`src/rtl/pipe_hazard_ctrl_pkg.sv`:
```
`default_nettype none
// ============================================================================
//  Module   : pipe_pkg
//  Purpose  : Shared types, encodings and helpers for the pipeline hazard
//             controller of the 5-stage RV32I core.
//  Revision : 1.0 - initial release
// ============================================================================
package pipe_pkg;

  // Sequencer state encoding
  typedef logic [1:0] state_t;
  localparam state_t RUN      = 2'd0;
  localparam state_t MEM_WAIT = 2'd1;
  localparam state_t TIMEOUT  = 2'd2;

  // EX operand source selects
  typedef logic [1:0] fwd_t;
  localparam fwd_t FWD_RF    = 2'b00;
  localparam fwd_t FWD_EXMEM = 2'b01;
  localparam fwd_t FWD_MEMWB = 2'b10;

  // Architectural zero register; never a forwarding or hazard source
  localparam logic [4:0] REG_ZERO = 5'd0;

  // Operand source for one EX register: the youngest in-flight writer wins
  function automatic fwd_t fwd_sel(input logic [4:0] rs,
                                   input logic [4:0] mem_rd, input logic mem_we,
                                   input logic [4:0] wb_rd,  input logic wb_we);
    fwd_t sel;
    sel = FWD_RF;
    if (mem_we && (mem_rd != REG_ZERO) && (mem_rd == rs)) begin
      sel = FWD_EXMEM;
    end else if (wb_we && (wb_rd != REG_ZERO) && (wb_rd == rs)) begin
      sel = FWD_MEMWB;
    end
    return sel;
  endfunction

endpackage
`default_nettype wire

```
`src/rtl/pipe_hazard_ctrl_if.sv`:
```
`default_nettype none
// ============================================================================
//  Module   : pipe_hazard_ctrl_if
//  Purpose  : Pipeline-side status in, stage enables / flushes / forwarding
//             selects out, bundled between the datapath and the sequencer.
//  Revision : 1.0 - initial release
// ============================================================================
interface pipe_hazard_ctrl_if #(
  parameter int CNT_W = 16
);
  // Pipeline status toward the controller
  logic [4:0]       id_rs1;
  logic [4:0]       id_rs2;
  logic [4:0]       ex_rs1;
  logic [4:0]       ex_rs2;
  logic [4:0]       ex_rd;
  logic             ex_we;
  logic             ex_is_load;
  logic [4:0]       mem_rd;
  logic             mem_we;
  logic [4:0]       wb_rd;
  logic             wb_we;
  logic             branch_taken;
  logic             dmem_req;
  logic             dmem_ready;
  // Controller decisions toward the pipeline
  logic             pc_en;
  logic             ifid_en;
  logic             ifid_flush;
  logic             idex_en;
  logic             idex_flush;
  logic             exmem_en;
  logic             memwb_en;
  logic [1:0]       fwd_a;
  logic [1:0]       fwd_b;
  logic             timeout_err;
  logic [CNT_W-1:0] stall_cnt;

  // Datapath side
  modport master (
    output id_rs1, id_rs2, ex_rs1, ex_rs2, ex_rd, ex_we, ex_is_load,
           mem_rd, mem_we, wb_rd, wb_we, branch_taken, dmem_req, dmem_ready,
    input  pc_en, ifid_en, ifid_flush, idex_en, idex_flush, exmem_en,
           memwb_en, fwd_a, fwd_b, timeout_err, stall_cnt
  );

  // Controller side
  modport slave (
    input  id_rs1, id_rs2, ex_rs1, ex_rs2, ex_rd, ex_we, ex_is_load,
           mem_rd, mem_we, wb_rd, wb_we, branch_taken, dmem_req, dmem_ready,
    output pc_en, ifid_en, ifid_flush, idex_en, idex_flush, exmem_en,
           memwb_en, fwd_a, fwd_b, timeout_err, stall_cnt
  );
endinterface
`default_nettype wire

```
`src/rtl/pipe_hazard_ctrl_fwd_unit.sv`:
```
`default_nettype none
// ============================================================================
//  Module   : fwd_unit
//  Purpose  : Combinational EX-stage operand forwarding selects.
//  Revision : 1.0 - initial release
// ============================================================================
module fwd_unit
  import pipe_pkg::*;
(
  input  logic [4:0] ex_rs1,
  input  logic [4:0] ex_rs2,
  input  logic [4:0] mem_rd,
  input  logic       mem_we,
  input  logic [4:0] wb_rd,
  input  logic       wb_we,
  output fwd_t       fwd_a,
  output fwd_t       fwd_b
);

  // Each operand independently picks EX/MEM, then MEM/WB, then the register file
  always_comb begin
    fwd_a = fwd_sel(ex_rs1, mem_rd, mem_we, wb_rd, wb_we);
    fwd_b = fwd_sel(ex_rs2, mem_rd, mem_we, wb_rd, wb_we);
  end

endmodule
`default_nettype wire

```
`src/rtl/pipe_hazard_ctrl.sv`:
```
`default_nettype none
// ============================================================================
//  Module   : pipe_hazard_ctrl
//  Purpose  : Central pipeline sequencer: stage enables/bubbles for load-use,
//             taken branches and data-memory waits, watchdog, stall counter
//             and EX operand forwarding.
//  Revision : 1.0 - initial release
// ============================================================================
module pipe_hazard_ctrl
  import pipe_pkg::*;
#(
  parameter int MAX_WAIT = 16,
  parameter int CNT_W    = 16
) (
  input  logic               clk,
  input  logic               rst,
  pipe_hazard_ctrl_if.slave  bus
);

  localparam int WCW = (MAX_WAIT < 1) ? 1 : $clog2(MAX_WAIT + 1);

  state_t           fsm_q,         fsm_d;
  logic [WCW-1:0]   wait_cnt_q,    wait_cnt_d;
  logic             timeout_err_q, timeout_err_d;
  logic [CNT_W-1:0] stall_cnt_q,   stall_cnt_d;

  logic w_load_use;
  logic w_freeze;
  logic w_pc_en, w_ifid_en, w_ifid_flush, w_idex_en, w_idex_flush;
  logic w_exmem_en, w_memwb_en;
  fwd_t w_fwd_a, w_fwd_b;

  fwd_unit u_fwd (
    .ex_rs1 (bus.ex_rs1),
    .ex_rs2 (bus.ex_rs2),
    .mem_rd (bus.mem_rd),
    .mem_we (bus.mem_we),
    .wb_rd  (bus.wb_rd),
    .wb_we  (bus.wb_we),
    .fwd_a  (w_fwd_a),
    .fwd_b  (w_fwd_b)
  );

  // Hazard and freeze detection; a MEM_WAIT cycle with ready decodes as RUN
  always_comb begin
    w_load_use = bus.ex_is_load && bus.ex_we && (bus.ex_rd != REG_ZERO) &&
                 ((bus.ex_rd == bus.id_rs1) || (bus.ex_rd == bus.id_rs2));
    w_freeze   = ((fsm_q == RUN)      && bus.dmem_req && !bus.dmem_ready) ||
                 ((fsm_q == MEM_WAIT) && !bus.dmem_ready) ||
                 (fsm_q == TIMEOUT);
  end

  // Stage enable / bubble decode, highest priority first
  always_comb begin
    w_pc_en      = 1'b1;
    w_ifid_en    = 1'b1;
    w_ifid_flush = 1'b0;
    w_idex_en    = 1'b1;
    w_idex_flush = 1'b0;
    w_exmem_en   = 1'b1;
    w_memwb_en   = 1'b1;
    if (rst) begin
      {w_pc_en, w_ifid_en, w_idex_en, w_exmem_en, w_memwb_en} = 5'b0;
      w_ifid_flush = 1'b1;
      w_idex_flush = 1'b1;
    end else if (w_freeze) begin
      {w_pc_en, w_ifid_en, w_idex_en, w_exmem_en, w_memwb_en} = 5'b0;
    end else if (bus.branch_taken) begin
      w_ifid_flush = 1'b1;
      w_idex_flush = 1'b1;
    end else if (w_load_use) begin
      // Hold PC and IF/ID, push a bubble into ID/EX, let the load advance
      w_pc_en      = 1'b0;
      w_ifid_en    = 1'b0;
      w_idex_flush = 1'b1;
    end
  end

  // Next-state for sequencer, watchdog and saturating stall counter
  always_comb begin
    fsm_d         = fsm_q;
    wait_cnt_d    = wait_cnt_q;
    timeout_err_d = timeout_err_q;
    stall_cnt_d   = stall_cnt_q;
    case (fsm_q)
      RUN: begin
        if (bus.dmem_req && !bus.dmem_ready) begin
          fsm_d      = MEM_WAIT;
          wait_cnt_d = WCW'(1);
        end
      end
      MEM_WAIT: begin
        if (bus.dmem_ready) begin
          fsm_d      = RUN;
          wait_cnt_d = '0;
        end else if (wait_cnt_q == WCW'(MAX_WAIT)) begin
          fsm_d         = TIMEOUT;
          timeout_err_d = 1'b1;
        end else begin
          wait_cnt_d = wait_cnt_q + WCW'(1);
        end
      end
      TIMEOUT: begin
        timeout_err_d = 1'b1;
      end
      default: begin
        fsm_d      = RUN;
        wait_cnt_d = '0;
      end
    endcase
    if (!w_pc_en && (stall_cnt_q != {CNT_W{1'b1}})) begin
      stall_cnt_d = stall_cnt_q + CNT_W'(1);
    end
  end

  // State registers; reset overrides every state including TIMEOUT
  always_ff @(posedge clk) begin
    if (rst) begin
      fsm_q         <= RUN;
      wait_cnt_q    <= '0;
      timeout_err_q <= 1'b0;
      stall_cnt_q   <= '0;
    end else begin
      fsm_q         <= fsm_d;
      wait_cnt_q    <= wait_cnt_d;
      timeout_err_q <= timeout_err_d;
      stall_cnt_q   <= stall_cnt_d;
    end
  end

  assign bus.pc_en       = w_pc_en;
  assign bus.ifid_en     = w_ifid_en;
  assign bus.ifid_flush  = w_ifid_flush;
  assign bus.idex_en     = w_idex_en;
  assign bus.idex_flush  = w_idex_flush;
  assign bus.exmem_en    = w_exmem_en;
  assign bus.memwb_en    = w_memwb_en;
  assign bus.fwd_a       = rst ? FWD_RF : w_fwd_a;
  assign bus.fwd_b       = rst ? FWD_RF : w_fwd_b;
  assign bus.timeout_err = timeout_err_q;
  assign bus.stall_cnt   = stall_cnt_q;

endmodule
`default_nettype wire

```
`src/flat_wrapper.sv`:
```
// flat-port wrapper written by rule: the top's interface ports become plain ports
module pipe_hazard_ctrl_flat import pipe_pkg::*;
#(
  parameter int MAX_WAIT = 16,
  parameter int CNT_W    = 16
)
  (clk, rst, bus_id_rs1, bus_id_rs2, bus_ex_rs1, bus_ex_rs2, bus_ex_rd, bus_ex_we, bus_ex_is_load, bus_mem_rd, bus_mem_we, bus_wb_rd, bus_wb_we, bus_branch_taken, bus_dmem_req, bus_dmem_ready, bus_pc_en, bus_ifid_en, bus_ifid_flush, bus_idex_en, bus_idex_flush, bus_exmem_en, bus_memwb_en, bus_fwd_a, bus_fwd_b, bus_timeout_err, bus_stall_cnt);
  pipe_hazard_ctrl_if #(.CNT_W(CNT_W)) bus_i ();
  input  logic clk;
  input  logic rst;
  input wire logic [$bits(bus_i.id_rs1)-1:0] bus_id_rs1;
  input wire logic [$bits(bus_i.id_rs2)-1:0] bus_id_rs2;
  input wire logic [$bits(bus_i.ex_rs1)-1:0] bus_ex_rs1;
  input wire logic [$bits(bus_i.ex_rs2)-1:0] bus_ex_rs2;
  input wire logic [$bits(bus_i.ex_rd)-1:0] bus_ex_rd;
  input wire logic [$bits(bus_i.ex_we)-1:0] bus_ex_we;
  input wire logic [$bits(bus_i.ex_is_load)-1:0] bus_ex_is_load;
  input wire logic [$bits(bus_i.mem_rd)-1:0] bus_mem_rd;
  input wire logic [$bits(bus_i.mem_we)-1:0] bus_mem_we;
  input wire logic [$bits(bus_i.wb_rd)-1:0] bus_wb_rd;
  input wire logic [$bits(bus_i.wb_we)-1:0] bus_wb_we;
  input wire logic [$bits(bus_i.branch_taken)-1:0] bus_branch_taken;
  input wire logic [$bits(bus_i.dmem_req)-1:0] bus_dmem_req;
  input wire logic [$bits(bus_i.dmem_ready)-1:0] bus_dmem_ready;
  output wire logic [$bits(bus_i.pc_en)-1:0] bus_pc_en;
  output wire logic [$bits(bus_i.ifid_en)-1:0] bus_ifid_en;
  output wire logic [$bits(bus_i.ifid_flush)-1:0] bus_ifid_flush;
  output wire logic [$bits(bus_i.idex_en)-1:0] bus_idex_en;
  output wire logic [$bits(bus_i.idex_flush)-1:0] bus_idex_flush;
  output wire logic [$bits(bus_i.exmem_en)-1:0] bus_exmem_en;
  output wire logic [$bits(bus_i.memwb_en)-1:0] bus_memwb_en;
  output wire logic [$bits(bus_i.fwd_a)-1:0] bus_fwd_a;
  output wire logic [$bits(bus_i.fwd_b)-1:0] bus_fwd_b;
  output wire logic [$bits(bus_i.timeout_err)-1:0] bus_timeout_err;
  output wire logic [$bits(bus_i.stall_cnt)-1:0] bus_stall_cnt;
  assign bus_i.id_rs1 = bus_id_rs1;
  assign bus_i.id_rs2 = bus_id_rs2;
  assign bus_i.ex_rs1 = bus_ex_rs1;
  assign bus_i.ex_rs2 = bus_ex_rs2;
  assign bus_i.ex_rd = bus_ex_rd;
  assign bus_i.ex_we = bus_ex_we;
  assign bus_i.ex_is_load = bus_ex_is_load;
  assign bus_i.mem_rd = bus_mem_rd;
  assign bus_i.mem_we = bus_mem_we;
  assign bus_i.wb_rd = bus_wb_rd;
  assign bus_i.wb_we = bus_wb_we;
  assign bus_i.branch_taken = bus_branch_taken;
  assign bus_i.dmem_req = bus_dmem_req;
  assign bus_i.dmem_ready = bus_dmem_ready;
  assign bus_pc_en = bus_i.pc_en;
  assign bus_ifid_en = bus_i.ifid_en;
  assign bus_ifid_flush = bus_i.ifid_flush;
  assign bus_idex_en = bus_i.idex_en;
  assign bus_idex_flush = bus_i.idex_flush;
  assign bus_exmem_en = bus_i.exmem_en;
  assign bus_memwb_en = bus_i.memwb_en;
  assign bus_fwd_a = bus_i.fwd_a;
  assign bus_fwd_b = bus_i.fwd_b;
  assign bus_timeout_err = bus_i.timeout_err;
  assign bus_stall_cnt = bus_i.stall_cnt;
  pipe_hazard_ctrl #(.MAX_WAIT(MAX_WAIT), .CNT_W(CNT_W)) u_core (.clk(clk), .rst(rst), .bus(bus_i));
endmodule
```
`config.mk`:
```
export PLATFORM = sky130hd
export DESIGN_NAME = pipe_hazard_ctrl_flat
export DESIGN_NICKNAME = d
export VERILOG_FILES = /design/src/rtl/pipe_hazard_ctrl_pkg.sv /design/src/rtl/pipe_hazard_ctrl_if.sv /design/src/rtl/pipe_hazard_ctrl_fwd_unit.sv /design/src/rtl/pipe_hazard_ctrl.sv /design/src/flat_wrapper.sv
export SDC_FILE = /design/constraint.sdc
export NUM_CORES = 1
export LEC_CHECK = 0
export ABC_AREA = 1
export BUFFER_PORTS_ARGS = -buffer_cell sky130_fd_sc_hd__buf_4
export CAP_MARGIN = 30
export CELL_PAD_IN_SITES_DETAIL_PLACEMENT = 2
export CELL_PAD_IN_SITES_GLOBAL_PLACEMENT = 2
export CORE_MARGIN = 5
export CORE_UTILIZATION = 27
export CTS_BUF_LIST = sky130_fd_sc_hd__clkbuf_16
export CTS_CLUSTER_SIZE = 16
export DETAILED_ROUTE_END_ITERATION = 7
export MAX_ROUTING_LAYER = met4
export PLACE_DENSITY = 0.86
export SYNTH_ARGS = -nofsm -noshare
export SYNTH_HDL_FRONTEND = slang
export SYNTH_HIERARCHICAL = 1
export SYNTH_SLANG_ARGS = --single-unit
```
`constraint.sdc`:
```
create_clock -name clk -period 3.2 [get_ports clk]
set_clock_uncertainty 0.2 [all_clocks]
set_input_delay 0.16 -clock clk [delete_from_list [all_inputs] [get_ports clk]]
set_output_delay 0.16 -clock clk [all_outputs]
set_load 0.01 [all_outputs]
```
==> impl_metrics.env, run 1 <==
export IMPL_run_status="finished, final reports clean"
export IMPL_worstMarginPinSlew_ns=0.427
export IMPL_ys_warn_count=6
export IMPL_diodes=0
export IMPL_pwr_share_comb=0.222
export IMPL_core_um2=7330
export IMPL_synth_fp_nets=383
export IMPL_timing_max_cap_violations=0
export IMPL_area_growth_pct=33.9
export IMPL_grt_overflow_total=0
export IMPL_hold_depth=3
export IMPL_drc_errors=0
export IMPL_hold_viol_final=0
export IMPL_ios=72
export IMPL_drive_above_1_share=0.266
export IMPL_hold_path_class="in2reg"
export IMPL_place_hpwl_mm=6.19
export IMPL_die_h_um=97.2
export IMPL_die_x_um=97.2
export IMPL_htreeDepth=1
export IMPL_endpoint_kind="output pin"
export IMPL_arrival_ns=1.89
export IMPL_crit_path_start_kind="register"
export IMPL_clkTransAtPathRegs_ns=0.06
export IMPL_cts_sinks=24
export IMPL_finalNetCount=450
export IMPL_synthSimpleGateAreaFrac=0.439
export IMPL_grt_pass1_vias=2569
export IMPL_clock_path_buffers=2
export IMPL_initial_utilization=0.280
export IMPL_synthMuxAreaShare=0
export IMPL_min_period_ns=2.25
export IMPL_crit_fanout=19
export IMPL_cts_root_buffer="clkbuf_16"
export IMPL_grt_use_total=0.165
export IMPL_dr_pass1_iters=4
export IMPL_dieArea_um2=9440
export IMPL_final_cell_mix="nand2_1, buf_4, inv_1"
export IMPL_wl_per_cell_um=15.4
export IMPL_synth_xor_area_frac=0.103
export IMPL_ys_ff_latch=24
export IMPL_crit_required_ns=2.84
export IMPL_cts_buffers=3
export IMPL_relSlewSlack=0.714
export IMPL_pwr_share_clk=0.421
export IMPL_yosysUniqueCellTypes=28
export IMPL_setup_tns_final_ns=0
export IMPL_pwr_share_seq=0.357
export IMPL_r2r_slack_ns=0.96
export IMPL_post_cts_buffers=0
export IMPL_p_int_mw=0.639
export IMPL_fmax_mhz=444
export IMPL_grt_pass1_wl_mm=12.7
export IMPL_p_leak_nw=1.32
export IMPL_vias=2350
export IMPL_wirelength_mm=7.73
export IMPL_rr_worst_depth=9
export IMPL_drtAntennaViolNets=0
export IMPL_cts_resized=0
export IMPL_gp_congestion=0.808
export IMPL_routed_via_density=4.69
export IMPL_worstSkewPairLatency_ns=0.27
export IMPL_syn_area_per_cell_um2=6.10
export IMPL_synth_top_family_by_area="simple AND/OR/NAND/NOR gates"
export IMPL_cts_tree="yes"
export IMPL_io_buffers=71
export IMPL_fill_cells=922
export IMPL_synth_area_um2=2050
export IMPL_grt_antenna_before_repair=0
export IMPL_utilization=0.375
export IMPL_yosysSeqAreaShare=0.234
export IMPL_grt_max_degree=28
export IMPL_power_density_nw_per_um2=319
export IMPL_rsz0062_at_grt="false"
export IMPL_final_max_slew_violation_count=0
export IMPL_rows=31
export IMPL_p_sw_frac=0.269
export IMPL_synth_compound_area_frac=0.0805
export IMPL_worstSetupPathType="reg2out"
export IMPL_synthAdderAreaFrac=0.0183
export IMPL_min_period_over_period=0.703
export IMPL_vdd_drop_max_uv=159
export IMPL_p_switching_mw=0.236
export IMPL_synthCells=336
export IMPL_setup_viol=0
export IMPL_mostFrequentLayoutCell="nand2_1"
export IMPL_cts_hold_buf=0
export IMPL_first_iter_violations=76
per-layer routing:
metal | part of all wire | wire length [µm] | track usage
met3 | 0.035 | 268 | 0.0179
met4 | 0.012 | 92 | 0.0454
met2 | 0.50 | 3890 | 0.299
met5 | 0 | 0 | -
met1 | 0.45 | 3480 | 0.193
cell families (layout without fill, tap and decap cells):
family,count (synthesis),count (layout)
AOI/OAI and AO/OA,24,24
xor gates and xnor gates,24,24
adders and majority gates,3,3
buffers and inverters,60,126
DFF,24,24
and+or+nand+nor,201,201
path summary, 6_finish.rpt:
check | from | to
worst max-delay path | u_core/fsm_q[1]$_SDFFE_PP0P_ | bus_ifid_en
worst max register to register | u_core/bus.stall_cnt[0]$_SDFFE_PP0P_ | u_core/bus.stall_cnt[6]$_SDFFE_PP0P_
worst min-delay path | bus_dmem_req | u_core/fsm_q[0]$_SDFFE_PP0P_
worst min register to register | u_core/bus.timeout_err$_SDFFE_PP0P_ | u_core/bus.timeout_err$_SDFFE_PP0P_
final cells by class:
type	count	area (µm²)	share of cell area
multi-input combinational	252	1310	0.478
timing repair buffer	71	533	0.194
sequential	24	480	0.175
inverter	51	191	0.0697
tap	99	124	0.0451
clock buffer	3	75.1	0.0273
clock inverter	1	30.0	0.0109
power by group through the flow:
| stage | logic, mW | clock network (mW) | registers [mW] |
|---|---|---|---|
| 5_1_grt | 0.215 | 0.389 | 0.313 |
| 4_1_cts | 0.198 | 0.379 | 0.312 |
| 6_report | 0.194 | 0.369 | 0.312 |
| 2_1_floorplan | 0.106 | 0 | 0.318 |
| 3_5_place_dp | 0.195 | 0 | 0.319 |
| 3_3_place_gp | 0.187 | 0 | 0.318 |
synthesized netlist by cell type (all sizes together):
master	n	area [µm²]
nor2	49	199
xor2	11	96.3
xnor2	13	114
nand2	105	442
nor3	5	36.3
o21ai	1	5.00
inv	51	191
a211oi	1	7.51
buf	6	55.1
o32ai	1	8.76
ha	3	37.5
nor3b	1	7.51
clkbuf	3	11.3
nand3b	1	7.51
dfxtp	24	480
a21oi	20	138
o22ai	1	6.26
nand4	6	37.5
nand3	34	170
sequential cells by signal (all words and copies together) (netlist names):
name	flops
u_core/wait_cnt_q	5
u_core/bus.stall_cnt	16
u_core/fsm_q	2
u_core/bus.timeout_err	1
critical path, stage by stage, from the launching register on:
cell	delay, ns
dfxtp_1	0.34
nor2_2	0.16
nand2_1	0.11
a21oi_1	0.34
nand2_2	0.35
inv_1	0.17
buf_4	0.14
stage by stage:
step | hold WS [ns] | power (mW) | cells | instance area, µm² | worst slack (ns)
after CTS | 0.0483 | 0.889 | 501 | 2750 | 0.943
after floorplan | 0.147 | 0.424 | 336 | 2050 | 1.27
final | 0.0581 | 0.875 | 501 | 2750 | 0.949
after global placement | 0.238 | 0.505 | 497 | 2640 | 1.15
after global routing | 0.0771 | 0.917 | 501 | 2750 | 0.768
after detailed placement | 0.265 | 0.514 | 497 | 2640 | 1.04
No activity file was read; power rests on OpenSTA's default activity.
==> inputs of run 2 (changes only) <==
- CORE_UTILIZATION: 27 -> 23
- PLACE_DENSITY: 0.86 -> 0.78
- clock period: 3.2 -> 1.9 ns (I/O delays scaled with it)
==> run 2 against run 1 <==
  * Sequential power is 68% higher
  * First-iteration DRC count is 45% lower
  * Global-route usage is 1.8 points lower
  * Utilization is 3.3 points lower
  * Clock power is 23% higher
  * Worst setup slack worse by 0.90 ns
  * Critical path depth is 3 higher
  * Sequential share of layout area is 1.2 points lower
  * Wire length is 5.3% higher
  * Highest routed layer unchanged
==> impl_metrics.env, run 2 (synthesis results as in run 1) <==
export IMPL_initial_utilization=0.235
export IMPL_rsz0062_at_grt="true"
export IMPL_wl_per_cell_um=15.3
export IMPL_grt_antenna_before_repair=0
export IMPL_rows=34
export IMPL_grt_pass1_vias=2754
export IMPL_drc_errors=0
export IMPL_worst_slack_ns=0.0516
export IMPL_utilization=0.342
export IMPL_worstSetupPathType="reg2reg"
export IMPL_grt_max_degree=28
export IMPL_min_period_ns=1.85
export IMPL_worstPathCellList="ha_4 -> nand2_2 -> nor2_4 -> nand2_2 -> nor3_4 -> nand2_4 -> buf_4 -> nand3_1 -> a21oi_2"
export IMPL_fin_cells=532
export IMPL_cts_tree="yes"
export IMPL_largest_register_ffs=16
export IMPL_vdd_drop_max_uv=264
export IMPL_crit_required_ns=1.83
export IMPL_clock_path_buffers=2
export IMPL_arrival_ns=1.77
export IMPL_crit_fanout=6
export IMPL_core_um2=8720
export IMPL_place_hpwl_mm=6.40
export IMPL_setup_viol=0
export IMPL_diodes=0
export IMPL_crit_path_start_kind="register"
export IMPL_grt_overflow_total=0
export IMPL_wirelength_mm=8.14
export IMPL_dieArea_um2=10900
export IMPL_min_period_over_period=0.973
export IMPL_vias=2427
export IMPL_cts_buffers=3
export IMPL_hold_viol_final=0
export IMPL_die_h_um=104
export IMPL_die_x_um=104
export IMPL_grt_pass1_wl_mm=13.3
export IMPL_dr_pass1_iters=4
export IMPL_power_density_nw_per_um2=455
export IMPL_final_cell_mix="buf_4, nand2_1, inv_1"
export IMPL_final_max_slew_violation_count=0
export IMPL_cts_root_buffer="clkbuf_16"
export IMPL_io_buffers=71
export IMPL_total_power_mw=1.36
export IMPL_worstMarginPinSlew_ns=0.397
export IMPL_routed_via_density=4.56
export IMPL_gp_congestion=0.783
export IMPL_mostFrequentLayoutCell="buf_4"
export IMPL_holdWs_ns=0.0457
export IMPL_area_growth_pct=45.4
export IMPL_cts_sinks=24
export IMPL_run_status="finished, final reports clean"
export IMPL_cp_common_cell="nand2_2"
export IMPL_clkTransAtPathRegs_ns=0.06
export IMPL_hold_path_class="in2reg"
export IMPL_first_iter_violations=42
export IMPL_grt_use_total=0.147
export IMPL_finalNetCount=473
export IMPL_dp_cells=525
export IMPL_worstSkewPairLatency_ns=0.26
export IMPL_fmax_mhz=541
export IMPL_crit_slowest_cell="dfxtp_2"
export IMPL_drive_above_1_share=0.340
export IMPL_ios=72
export IMPL_timing_max_cap_violations=0
export IMPL_dp_slack_ns=-0.0402
export IMPL_drtAntennaViolNets=0
export IMPL_p_leak_nw=1.43
export IMPL_critPathMaxStageDelay_ns=0.36
export IMPL_htreeDepth=1
export IMPL_endpoint_kind="register"
export IMPL_relSlewSlack=0.736
## run 2: changes by cell type in the layout (fill, tap and decap cells not counted), sizes merged
cell / delta
bufinv: -1
buf: +22
dlygate4sd3: +1
## run 2: where the power goes
group | internal, mW | switching, mW | leakage (nW)
registers | 0.514 | 0.00988 | 0.196
clock network | 0.278 | 0.174 | 0.0370
logic | 0.176 | 0.206 | 1.20
total | 0.968 | 0.390 | 1.43
## run 2: critical path, delay by kind of cell, from the launching register on
kind                     cells  cell delay, ns
AO/OA/AOI/OAI                1            0.07
flip-flops                   1            0.36
AND/OR/NAND/NOR              6            0.76
buffers and inverters        1            0.18
adder cells (fa/ha/maj)      1            0.15
## run 2: path summary, 6_finish.rpt
| check | startpoint | endpoint | slack (ns) | cells past startpoint |
|---|---|---|---|---|
| worst max-delay path | u_core/bus.stall_cnt[0]$_SDFFE_PP0P_ | u_core/bus.stall_cnt[1]$_SDFFE_PP0P_ | 0.05 | 9 |
| worst min-delay path | rst | u_core/bus.stall_cnt[7]$_SDFFE_PP0P_ | 0.05 | 2 |
| worst min register to register | u_core/bus.timeout_err$_SDFFE_PP0P_ | u_core/bus.timeout_err$_SDFFE_PP0P_ | 0.27 | 2 |
| worst max register to register | u_core/bus.stall_cnt[0]$_SDFFE_PP0P_ | u_core/bus.stall_cnt[1]$_SDFFE_PP0P_ | 0.05 | 9 |
## run 2: final cells by class
cell class | count | area (µm²)
tap | 108 | 135
timing repair buffer | 94 | 716
inverter | 51 | 191
sequential | 24 | 487
fill | 1090 | 5740
multi-input combinational | 252 | 1380
clock buffer | 3 | 75.1
## run 2: per-layer routing
metal	vias to the layer above	track usage	wire (µm)
met3	2	0.0199	278
met4	0	0.0222	42
met2	56	0.265	4100
met1	1156	0.178	3710
li1	1213	-	-
met5	-	-	0
## run 2: stage by stage
stage / setup TNS, ns / cell area (µm²)
6_report: 0 / 2980
5_1_grt: -0.0863 / 2980
4_1_cts: 0 / 2920
3_5_place_dp: -0.0402 / 2800
3_3_place_gp: 0 / 2800
2_1_floorplan: 0 / 2050
## run 2: repair_timing
action                                 CTS  global route
setup endpoints to repair                6            20
buffers inserted                         2             1
pin swaps                                3             6
endpoints found under the hold margin    1             0
gates resized for setup                  5            15
hold buffers                             1             0
==> inputs of run 3 (changes only) <==
--- a/constraint.sdc
+++ b/constraint.sdc
@@ -4,2 +4,2 @@
 set_output_delay 0.095 -clock clk [all_outputs]
-set_load 0.01 [all_outputs]
+set_load 0.005 [all_outputs]
==> run 3 against run 2 <==
  * Global-route usage increased by 0.74 points
  * Fmax decreased by 2.5%
  * First-iteration DRC count increased by 48%
  * Clock power increased by 37%
  * Via count increased by 2.3%
  * Critical path type unchanged
==> impl_metrics.env, run 3 (synthesis results as in run 1) <==
export IMPL_timing_max_cap_violations=0
export IMPL_wirelength_mm=8.54
export IMPL_crit_fanout=4
export IMPL_r2r_start="u_core/wait_cnt_q[0]$_SDFFE_PP0P_"
export IMPL_dr_pass1_iters=4
export IMPL_dp_slack_ns=-0.0319
export IMPL_final_max_slew_violation_count=0
export IMPL_cts_buffers=3
export IMPL_diodes=0
export IMPL_relSlewSlack=0.829
export IMPL_cp_startpoint="u_core/wait_cnt_q[0]$_SDFFE_PP0P_"
export IMPL_hold_viol_final=0
export IMPL_fmax_mhz=528
export IMPL_crit_required_ns=1.88
export IMPL_setup_viol=0
export IMPL_p_leak_nw=1.49
export IMPL_cts_tree="yes"
export IMPL_area_growth_pct=48.8
export IMPL_grt_antenna_before_repair=0
export IMPL_min_period_over_period=0.997
export IMPL_grt_pass1_vias=2715
export IMPL_drc_errors=0
export IMPL_worstMarginPinSlew_ns=0.255
export IMPL_run_status="finished, final reports clean"
export IMPL_hp_start="bus_dmem_ready"
export IMPL_min_period_ns=1.89
export IMPL_fin_cells=539
export IMPL_clkTransAtPathRegs_ns=0.06
export IMPL_critPathMaxStageDelay_ns=0.36
export IMPL_rows=34
export IMPL_initial_utilization=0.235
export IMPL_finalNetCount=479
export IMPL_grt_max_degree=16
export IMPL_drive_above_1_share=0.343
export IMPL_hold_path_class="in2reg"
export IMPL_endpoint_kind="register"
export IMPL_first_iter_violations=62
export IMPL_fill_cells=1087
export IMPL_grt_pass1_wl_mm=13.7
export IMPL_vdd_drop_max_uv=309
export IMPL_worstSetupPathType="reg2reg"
export IMPL_dp_cells=524
export IMPL_mostFrequentLayoutCell="buf_4"
export IMPL_power_density_nw_per_um2=498
export IMPL_grt_use_total=0.155
export IMPL_die_h_um=104
export IMPL_place_hpwl_mm=6.43
export IMPL_dieArea_um2=10900
export IMPL_ios=72
export IMPL_worst_slack_ns=0.00506
export IMPL_htreeDepth=1
export IMPL_die_x_um=104
export IMPL_clock_path_buffers=2
export IMPL_core_um2=8720
export IMPL_arrival_ns=1.87
export IMPL_drtAntennaViolNets=0
export IMPL_crit_path_start_kind="register"
export IMPL_routed_via_density=4.61
export IMPL_cts_sinks=24
export IMPL_gp_congestion=0.818
export IMPL_worstPathCellList="inv_1 -> ha_1 -> nand4_1 -> nor2_1 -> nor2_2 -> nand2_2 -> buf_4 -> o21ai_0 -> nor3b_1"
export IMPL_largest_register_ffs=16
export IMPL_grt_overflow_total=0
export IMPL_vias=2484
export IMPL_io_buffers=71
export IMPL_worstSkewPairLatency_ns=0.27
export IMPL_final_cell_mix="buf_4, nand2_1, inv_1"
export IMPL_crit_slowest_cell="dfxtp_2"
export IMPL_cts_root_buffer="clkbuf_16"
export IMPL_wl_per_cell_um=15.8
## run 3: critical path, delay by kind of cell, from the launching register on
kind	cells	cell delay (ns)
buffers and inverters	2	0.24
AOI/OAI and AO/OA	1	0.17
DFF	1	0.36
adders and majority gates	1	0.21
and+or+nand+nor	5	0.63
## run 3: metrics by stage
| step | power, mW | setup TNS (ns) | utilization | hold WS, ns | area (µm²) |
|---|---|---|---|---|---|
| floorplan | 0.707 | 0 | - | 0.0820 | 2050 |
| global placement | 0.864 | 0 | 0.320 | 0.197 | 2790 |
| detailed placement | 0.880 | -0.0319 | 0.320 | 0.206 | 2790 |
| global route | 1.60 | -0.0975 | 0.350 | 0.0523 | 3050 |
| CTS | 1.53 | 0 | 0.341 | 0.0410 | 2970 |
| finish | 1.52 | 0 | 0.350 | 0.0329 | 3050 |
## run 3: final timing paths
path                                    endpoint  slack (ns)  cells after the start
max reg2reg    u_core/wait_cnt_q[2]$_SDFFE_PP0P_       0.005                      9
min reg2reg  u_core/bus.timeout_err$_SDFFE_PP0P_        0.26                      2
max            u_core/wait_cnt_q[2]$_SDFFE_PP0P_       0.005                      9
min                 u_core/fsm_q[0]$_SDFFE_PP0P_        0.03                      4
## run 3: layer usage
metal / up-vias / global-route usage / wire [µm]
met2: 61 / 0.272 / 4310
met1: 1193 / 0.184 / 3780
li1: 1226 / - / -
met3: 4 / 0.0267 / 377
met5: - / - / 0
met4: 0 / 0.0333 / 78
## run 3: layout make-up
class	instances	area, µm²	share of cell area
Timing Repair Buffer	99	752	0.246
Clock inverter	1	30.0	0.00984
Inverter	51	191	0.0627
Sequential cell	24	490	0.161
Clock buffer	3	75.1	0.0246
Tap cell	108	135	0.0443
Multi-Input combinational cell	253	1380	0.451
## run 3: power breakdown
| part | switching, mW | internal (mW) |
|---|---|---|
| clock network | 0.202 | 0.420 |
| logic | 0.203 | 0.173 |
| registers | 0.00954 | 0.512 |
## run 3: timing repair
item	CTS	global route
setup endpoints to repair	20	20
resized for setup	10	10
pin swaps	2	7
setup buffers	3	5
hold buffers	2	0
cloned	0	1
hold endpoints to repair	12	0
